### src/rtl/tile_nv_rd_sched.sv
// Tile BRAM Native Vector read scheduler.
// Accepts one (left_base, right_base, B, C, V) command and issues the
// B*C*V left/right NV read-index pairs. v is the innermost loop, then c,
// then b. The index arithmetic uses running offsets, so no multiplier is
// needed. Every output is registered and held stable while the consumer stalls.
module tile_nv_rd_sched #(
    parameter int NV_IDX_WIDTH = 7,
    parameter int DIM_WIDTH    = 8
) (
    input  logic                    i_clk,
    input  logic                    i_reset,
    input  logic                    i_cmd_valid,
    output logic                    o_cmd_ready,
    input  logic [NV_IDX_WIDTH-1:0] i_left_base,
    input  logic [NV_IDX_WIDTH-1:0] i_right_base,
    input  logic [DIM_WIDTH-1:0]    i_dim_b,
    input  logic [DIM_WIDTH-1:0]    i_dim_c,
    input  logic [DIM_WIDTH-1:0]    i_dim_v,
    output logic [NV_IDX_WIDTH-1:0] o_nv_left_rd_idx,
    output logic [NV_IDX_WIDTH-1:0] o_nv_right_rd_idx,
    output logic                    o_rd_valid,
    input  logic                    i_rd_ready,
    output logic                    o_last_v,
    output logic                    o_done,
    output logic                    o_err,
    output logic                    o_busy
);

    localparam logic [DIM_WIDTH-1:0]    DIM_ZERO = '0;
    localparam logic [DIM_WIDTH-1:0]    DIM_ONE  = {{(DIM_WIDTH-1){1'b0}}, 1'b1};
    localparam logic [NV_IDX_WIDTH-1:0] NV_ZERO  = '0;
    localparam logic [NV_IDX_WIDTH-1:0] NV_ONE   = {{(NV_IDX_WIDTH-1){1'b0}}, 1'b1};

    typedef enum logic [1:0] {
        ST_IDLE = 2'd0,
        ST_RUN  = 2'd1,
        ST_DONE = 2'd2
    } state_t;

    state_t                  state_r;

    // Latched command fields
    logic [DIM_WIDTH-1:0]    dim_b_r;
    logic [DIM_WIDTH-1:0]    dim_c_r;
    logic [DIM_WIDTH-1:0]    dim_v_r;
    logic [NV_IDX_WIDTH-1:0] right_base_r;

    // Loop counters and running offsets
    logic [DIM_WIDTH-1:0]    b_r;
    logic [DIM_WIDTH-1:0]    c_r;
    logic [DIM_WIDTH-1:0]    v_r;
    logic [NV_IDX_WIDTH-1:0] left_row_r;   // left_base + b*dim_v
    logic [NV_IDX_WIDTH-1:0] right_col_r;  // right_base + c*dim_v
    logic                    err_pend_r;   // empty command: error pulse still owed

    // Registered outputs
    logic [NV_IDX_WIDTH-1:0] left_idx_r;
    logic [NV_IDX_WIDTH-1:0] right_idx_r;
    logic                    rd_valid_r;
    logic                    last_v_r;
    logic                    done_r;
    logic                    err_r;
    logic                    busy_r;
    logic                    cmd_ready_r;

    // Decoded conditions
    logic                    handshake_s;
    logic                    v_end_s;
    logic                    c_end_s;
    logic                    b_end_s;
    logic                    next_last_v_s;
    logic                    cmd_empty_s;
    logic [NV_IDX_WIDTH-1:0] step_v_s;
    logic [NV_IDX_WIDTH-1:0] left_row_next_s;
    logic [NV_IDX_WIDTH-1:0] right_col_next_s;

    // Loop-boundary decode and running-offset increments
    always_comb begin
        handshake_s      = rd_valid_r & i_rd_ready;
        v_end_s          = (v_r == (dim_v_r - DIM_ONE));
        c_end_s          = (c_r == (dim_c_r - DIM_ONE));
        b_end_s          = (b_r == (dim_b_r - DIM_ONE));
        next_last_v_s    = ((v_r + DIM_ONE) == (dim_v_r - DIM_ONE));
        cmd_empty_s      = (i_dim_b == DIM_ZERO) | (i_dim_c == DIM_ZERO) | (i_dim_v == DIM_ZERO);
        step_v_s         = NV_IDX_WIDTH'(dim_v_r);
        left_row_next_s  = left_row_r + step_v_s;
        right_col_next_s = right_col_r + step_v_s;
    end

    // Scheduler FSM: command acceptance, index stepping, completion and error pulses
    always_ff @(posedge i_clk) begin
        if (i_reset) begin
            state_r      <= ST_IDLE;
            dim_b_r      <= DIM_ZERO;
            dim_c_r      <= DIM_ZERO;
            dim_v_r      <= DIM_ZERO;
            right_base_r <= NV_ZERO;
            b_r          <= DIM_ZERO;
            c_r          <= DIM_ZERO;
            v_r          <= DIM_ZERO;
            left_row_r   <= NV_ZERO;
            right_col_r  <= NV_ZERO;
            err_pend_r   <= 1'b0;
            left_idx_r   <= NV_ZERO;
            right_idx_r  <= NV_ZERO;
            rd_valid_r   <= 1'b0;
            last_v_r     <= 1'b0;
            done_r       <= 1'b0;
            err_r        <= 1'b0;
            busy_r       <= 1'b0;
            cmd_ready_r  <= 1'b1;
        end else begin
            case (state_r)
                ST_IDLE: begin
                    done_r <= 1'b0;
                    err_r  <= 1'b0;
                    if (i_cmd_valid) begin
                        dim_b_r      <= i_dim_b;
                        dim_c_r      <= i_dim_c;
                        dim_v_r      <= i_dim_v;
                        right_base_r <= i_right_base;
                        left_row_r   <= i_left_base;
                        right_col_r  <= i_right_base;
                        b_r          <= DIM_ZERO;
                        c_r          <= DIM_ZERO;
                        v_r          <= DIM_ZERO;
                        cmd_ready_r  <= 1'b0;
                        busy_r       <= 1'b1;
                        if (cmd_empty_s) begin
                            // Nothing to issue: report through DONE with an error pulse
                            state_r    <= ST_DONE;
                            err_pend_r <= 1'b1;
                            rd_valid_r <= 1'b0;
                            last_v_r   <= 1'b0;
                        end else begin
                            state_r     <= ST_RUN;
                            err_pend_r  <= 1'b0;
                            rd_valid_r  <= 1'b1;
                            left_idx_r  <= i_left_base;
                            right_idx_r <= i_right_base;
                            last_v_r    <= (i_dim_v == DIM_ONE);
                        end
                    end else begin
                        cmd_ready_r <= 1'b1;
                        busy_r      <= 1'b0;
                    end
                end

                ST_RUN: begin
                    if (handshake_s) begin
                        if (!v_end_s) begin
                            // Next v of the same dot product: both indices step by one
                            v_r         <= v_r + DIM_ONE;
                            left_idx_r  <= left_idx_r + NV_ONE;
                            right_idx_r <= right_idx_r + NV_ONE;
                            last_v_r    <= next_last_v_s;
                        end else if (!c_end_s) begin
                            // Next column: same left row, right jumps by dim_v
                            v_r         <= DIM_ZERO;
                            c_r         <= c_r + DIM_ONE;
                            right_col_r <= right_col_next_s;
                            right_idx_r <= right_col_next_s;
                            left_idx_r  <= left_row_r;
                            last_v_r    <= (dim_v_r == DIM_ONE);
                        end else if (!b_end_s) begin
                            // Next row: left jumps by dim_v, right restarts at its base
                            v_r         <= DIM_ZERO;
                            c_r         <= DIM_ZERO;
                            b_r         <= b_r + DIM_ONE;
                            left_row_r  <= left_row_next_s;
                            left_idx_r  <= left_row_next_s;
                            right_col_r <= right_base_r;
                            right_idx_r <= right_base_r;
                            last_v_r    <= (dim_v_r == DIM_ONE);
                        end else begin
                            // Final pair accepted: stop issuing and report completion
                            v_r        <= DIM_ZERO;
                            c_r        <= DIM_ZERO;
                            b_r        <= DIM_ZERO;
                            rd_valid_r <= 1'b0;
                            last_v_r   <= 1'b0;
                            done_r     <= 1'b1;
                            state_r    <= ST_DONE;
                        end
                    end else begin
                        // Stall or waiting: hold every output
                        rd_valid_r <= rd_valid_r;
                    end
                end

                ST_DONE: begin
                    if (err_pend_r) begin
                        err_pend_r <= 1'b0;
                        done_r     <= 1'b1;
                        err_r      <= 1'b1;
                    end else begin
                        done_r      <= 1'b0;
                        err_r       <= 1'b0;
                        busy_r      <= 1'b0;
                        cmd_ready_r <= 1'b1;
                        state_r     <= ST_IDLE;
                    end
                end

                default: begin
                    state_r     <= ST_IDLE;
                    err_pend_r  <= 1'b0;
                    rd_valid_r  <= 1'b0;
                    last_v_r    <= 1'b0;
                    done_r      <= 1'b0;
                    err_r       <= 1'b0;
                    busy_r      <= 1'b0;
                    cmd_ready_r <= 1'b1;
                end
            endcase
        end
    end

    assign o_cmd_ready       = cmd_ready_r;
    assign o_nv_left_rd_idx  = left_idx_r;
    assign o_nv_right_rd_idx = right_idx_r;
    assign o_rd_valid        = rd_valid_r;
    assign o_last_v          = last_v_r;
    assign o_done            = done_r;
    assign o_err             = err_r;
    assign o_busy            = busy_r;

endmodule
### config.mk
export PLATFORM = sky130hd
export DESIGN_NAME = tile_nv_rd_sched
export DESIGN_NICKNAME = d
export VERILOG_FILES = /design/src/rtl/tile_nv_rd_sched.sv
export SDC_FILE = /design/constraint.sdc
export NUM_CORES = 1
export LEC_CHECK = 0
export ABC_AREA = 1
export BUFFER_PORTS_ARGS = -buffer_cell sky130_fd_sc_hd__buf_2
export CORE_MARGIN = 2
export CORE_UTILIZATION = 55
export DETAILED_ROUTE_END_ITERATION = 6
export PLACE_DENSITY_LB_ADDON = 0.05
export SLEW_MARGIN = 40
export SYNTH_ARGS = -nofsm -noshare
export SYNTH_HDL_FRONTEND = slang
export SYNTH_SLANG_ARGS = --single-unit
### constraint.sdc
create_clock -name i_clk -period 2.45 [get_ports i_clk]
set_clock_uncertainty 0.05 [all_clocks]
set_input_delay 0.3675 -clock i_clk [delete_from_list [all_inputs] [get_ports i_clk]]
set_output_delay 0.3675 -clock i_clk [all_outputs]
set_load 0.02 [all_outputs]
Yosys cells after proc, flatten, opt, wreduce, memory -nomap -nowiden. Index checks and enable logic that the tools add are counted.

Register bits after elaboration: 92. Bits of input ports: 42. Output and inout bits: 20.

Add/sub/neg operators: 10. Equality and inequality tests: 18. Mux-type cells: 74. Bitwise logic cells: 5. Reductions and logical operators: 18.

Operators by type and width (count): $mux 7 (19); $mux 8 (10); $pmux 7 s2 (4); $pmux 8 s2 (3); $eq 8x8->1 (4); $add 8x1->8 const B (3); $logic_not 8->1 (3); $sub 8x1->8 const B (3); $mux 1 (23); $reduce_and 6->1 (3); $eq 8x1->1 const B (2); $ne 2x2->1 const B (8); $reduce_and 5->1 (3); $add 7x1->7 const B (2); $add 7x7->7 (2); $mux 2 (7); $pmux 1 s3 (4); $reduce_and 4->1 (2); $pmux 1 s2 (3); $pmux 2 s3 (1); $reduce_and 2->1 (3); $reduce_and 3->1 (2); $ne 4x4->1 const B (1); $ne 3x3->1 const B (1); other kinds (7) (9).

Longest topological paths before layout.
Depth in word-level cells: 7. Depth in mapped cells: 18.

Least setup slack after synthesis. OpenSTA, ideal clock, no wires.

Path type: reg-to-reg. Start point: register dim_v_r[1]. End point: register left_idx_r[5] (netlist: o_nv_left_rd_idx[5]). Arrival: 2.159 ns. Required time: 2.289 ns. Setup slack: 0.129 ns. Cell stages (with the launch flop): 17. Path buffers: 1. Path through: dfxtp_1 -> inv_1 -> ha_1 -> nand2_2 -> o21ai_2 -> nand2_1 -> nand2_1 -> nand3_1 -> nor2_2 -> nand2_4 -> inv_2 -> nand3_1 -> nand2_2 -> buf_4 -> nand2_1 -> nand2_1 -> nor2_1.

Word-level cells in the longest chain between the ends: 6. Elaborated cells on any way between the ends: 10.

Ends and longest elaborated chain: start, declared (line 45) `logic [DIM_WIDTH-1:0] dim_v_r;`; start signal, assigned (line 120) `dim_v_r <= i_dim_v;`; branches (longest 6 deep; another with $sub 8x1->8); end signal, assigned (line 154) `left_idx_r <= left_idx_r + NV_ONE;`; end signal, assigned (line 163) `left_idx_r <= left_row_r;`; end signal, assigned (line 171) `left_idx_r <= left_row_next_s;`; end, declared (line 57) `logic [NV_IDX_WIDTH-1:0] left_idx_r;`.

Parallel ways; which one is timed is not known. The select of a mux whose other input is x is not followed. A chain may end at the register's enable or synchronous reset.

Worst setup path after layout.
Start point: register dim_v_r[0]. End point: register left_idx_r[6] (netlist: o_nv_left_rd_idx[6]).

Same word-level chain as after synthesis.

==> impl_metrics.csv <==
group,metric,value,unit
finish,fill_cells,1089,
worst_setup_path,critPathSlowestCell,"fa_1",
timing,hold_ws,233,ps
die,die_area,12500,sq um
logic_synthesis,synth_warnings,0,
die,core-area,11400,sq um
route,drc,0,
die,std_cell_rows,39,
timing,period_minus_slack,2320,ps
power,irDropWorstVdd,0.000944,V
finish,layout_common_cells,"nand2_1 (313), inv_1 (124), nor2_1 (123)",
placed_design,dp_hpwl,13.2,mm
timing,hold_viol,0,
timing,fmax,0.431,GHz
finish,multi_input_area,4040,sq um
clock_tree,cts_made_buffers,9,
grt,grt_pass1_wl,29.4,mm
grt,antenna_found_initial,0,
logic_synthesis,synthDistinctLibCells,36,
die,die_w,112,microns
grt,grt.overflow.total,0,
worst_setup_path,crit_start,"dim_v_r[0]",
worst_setup_path,cp-start-kind,"flip-flop",
grt,grt_pass1_vias,5955,
logic_synthesis,syn_avg_cell_area,6.05,sq um
logic_synthesis,yosysSeqAreaShare,28.8,%
power,total_power,0.00895,W
logic_synthesis,ys_ff_latch,92,
finish,ff_latch_area,1840,sq um
grt,grt_max_degree,31,
die,initial_core_util,56.3,%
worst_setup_path,r2r-start,"dim_v_r[0]",
route,dr.pass1.iters,5,
grt,grt_use_total,28.8,%
hold_path,min_path_type,"input pin to flip-flop",
clock_tree,clock_sinks,92,
placed_design,io_buffer_count,61,
logic_synthesis,syn_nets,1125,
worst_setup_path,crit_chain,"buf_4, ha_1, inv_1, fa_1, o21ai_0, a21o_1, nand2_1, nand2_1, nand2_1, nand3_1, nand2_1, nand2_1, nand2_1, nor2_1, nor2_1",
power,power.leakage,3.69,nW
clock_tree,htreeDepth,3,
finish,drive_gt1_share,13.5,%
route,wire_per_inst,13.9,microns
finish,area_delta_synth_final,17.0,%
timing,slew_violations,0,
finish,finalNetCount,1195,
timing,fin_crit_sh,94.6,%
timing,finalSetupViolCount,0,
finish,diodes,0,
logic_synthesis,yosys-top-cells-area,"dfxtp_1 (29%), nand2_1 (19%), nor2_1 (7.6%)",
worst_setup_path,critPathMostFrequentCell,"nand2_1",
logic_synthesis,syn_inst,1057,
worst_setup_path,crit_path_end_kind,"flip-flop",
die,ioPinCount,62,
placed_design,routabilityCongestion,0.927,
die,die_h,112,microns
logic_synthesis,synth_area_leader_cell,"dfxtp_1",
clock_tree,cts_root_buf,"clkbuf_16",
hold_path,hold_path.startpoint,"i_right_base[5]",
route,routed_wl,17.7,mm
timing,relSlewSlack,67.1,%
logic_synthesis,syn_area,6400,sq um
route,via_count,6645,
clock_tree,clkLatencyLatePin,360,ps
clock_tree,clkTransAtPathRegs,70,ps
timing,rsz0062_at_grt,"yes",
clock_tree,holdBufCountCts,0,
route,drt_first_iter_violations,642,
worst_setup_path,required,2660,ps
worst_setup_path,criticalPathCategory,"flip-flop to flip-flop",
clock_tree,cts.path.max_buffers,2,
power,p_per_area,1200,nW/um^2
route,postRouteAntennaNets,0,
finish,layout_commonest_cell,"nand2_1",
status,status,"finished clean",
worst_setup_path,slowest_delay,380,ps
flow_run,drv_cap,0,
timing,tightest_slew,493,ps
clock_tree,tritoncts,"done",
logic_synthesis,yosysTopAreaCellShare,28.8,%
route,viasPerCell,5.22,
worst_setup_path,cp.arrival,2530,ps
worst_setup_path,path_max_fanout,7,
## power breakdown
part	switching [W]	leakage, nW	internal, W	total (W)
registers	0.000351	0.757	0.00191	0.00226
clock network	0.000613	0.147	0.000911	0.00152
logic	0.00334	2.78	0.00182	0.00516
total	0.00431	3.69	0.00464	0.00895
## layout make-up
cell class / instances / area share, %
Multi-Input combinational cell: 799 / 54.0
Sequential cell: 92 / 24.7
Timing Repair Buffer: 94 / 8.13
Inverter: 131 / 6.64
Clock buffer: 10 / 3.19
Tap cell: 143 / 2.39
Clock inverter: 4 / 1.00
## flip-flops by register name, indices dropped and copies added, names as in the netlist
name,count
dim_c_r,8
err_pend_r,1
o_nv_right_rd_idx,7
v_r,8
o_last_v,1
o_done,1
o_busy,1
left_row_r,7
b_r,8
o_err,1
right_base_r,7
right_col_r,7
o_rd_valid,1
dim_v_r,8
o_cmd_ready,1
state_r,2
o_nv_left_rd_idx,7
dim_b_r,8
c_r,8
## kinds of logic after synthesis
family | count (synthesis) | synth area share (%)
and+or+nand+nor | 601 | 39.5
buffers and inverters | 167 | 10.2
AOI/OAI and AO/OA | 130 | 10.5
DFF | 92 | 28.8
xor gates and xnor gates | 41 | 5.61
adders and majority gates | 26 | 5.32
## worst paths after layout
path / end / slack, ps / depth (start not counted)
min: right_base_r[5] / 230 / 3
max: o_nv_left_rd_idx[6] / 130 / 15
max reg2reg: o_nv_left_rd_idx[6] / 130 / 15
min reg2reg: right_base_r[3] / 400 / 2
## metrics by stage
step / setup slack [ps] / utilization, % / setup TNS (ps) / cells / area (sq um)
6_report: 132 / 65.8 / 0 / 1273 / 7480
5_1_grt: -34.8 / 65.8 / -46.5 / 1273 / 7480
4_1_cts: 4.98 / 64.0 / 0 / 1269 / 7280
3_5_place_dp: -19.7 / 61.2 / -19.7 / 1255 / 6960
3_3_place_gp: 52.0 / 61.2 / 0 / 1255 / 6960
2_1_floorplan: 129 / - / 0 / 1057 / 6400
## routing by layer
layer / up-vias / wire length [microns] / track usage [%]
li1: 3496 / - / -
met3: 25 / 1190 / 6.37
met1: 2926 / 8730 / 42.7
met4: 0 / 232 / 6.91
met2: 198 / 7510 / 42.6
met5: - / 0 / 0
## synthesized netlist by cell type (all sizes together)
| master | count |
|---|---|
| and2 | 2 |
| clkbuf | 22 |
| ha | 24 |
| inv | 128 |
| a21o | 2 |
| nor2 | 136 |
| or2 | 5 |
| buf | 14 |
| fa | 2 |
| nor4b | 1 |
| nand3b | 1 |
| o22ai | 1 |
| xnor2 | 12 |
| a31oi | 1 |
| nand4 | 19 |
| nor4 | 7 |
| xor2 | 29 |
| nor3 | 11 |
| nand2 | 323 |
| dfxtp | 92 |
| o21ai | 64 |
| nand3 | 96 |
| a21oi | 62 |
| clkinv | 3 |
## what timing repair did
action,4_1_cts,5_1_grt
cloned,0,2
endpoints found under the setup margin,2,57
pin swaps,0,6
hold endpoints to repair,0,0
buffers inserted,0,2
resized for setup,1,37
## worst max-delay path: cells and delay by family, from the launching register on
family,cells,cell delay (ps)
adder cells (fa/ha/maj),2,550
buffers and inverters,2,230
AO/OA/AOI/OAI,2,460
flip-flops,1,340
AND/OR/NAND/NOR,9,600
Power figures use the tool's default switching activity.
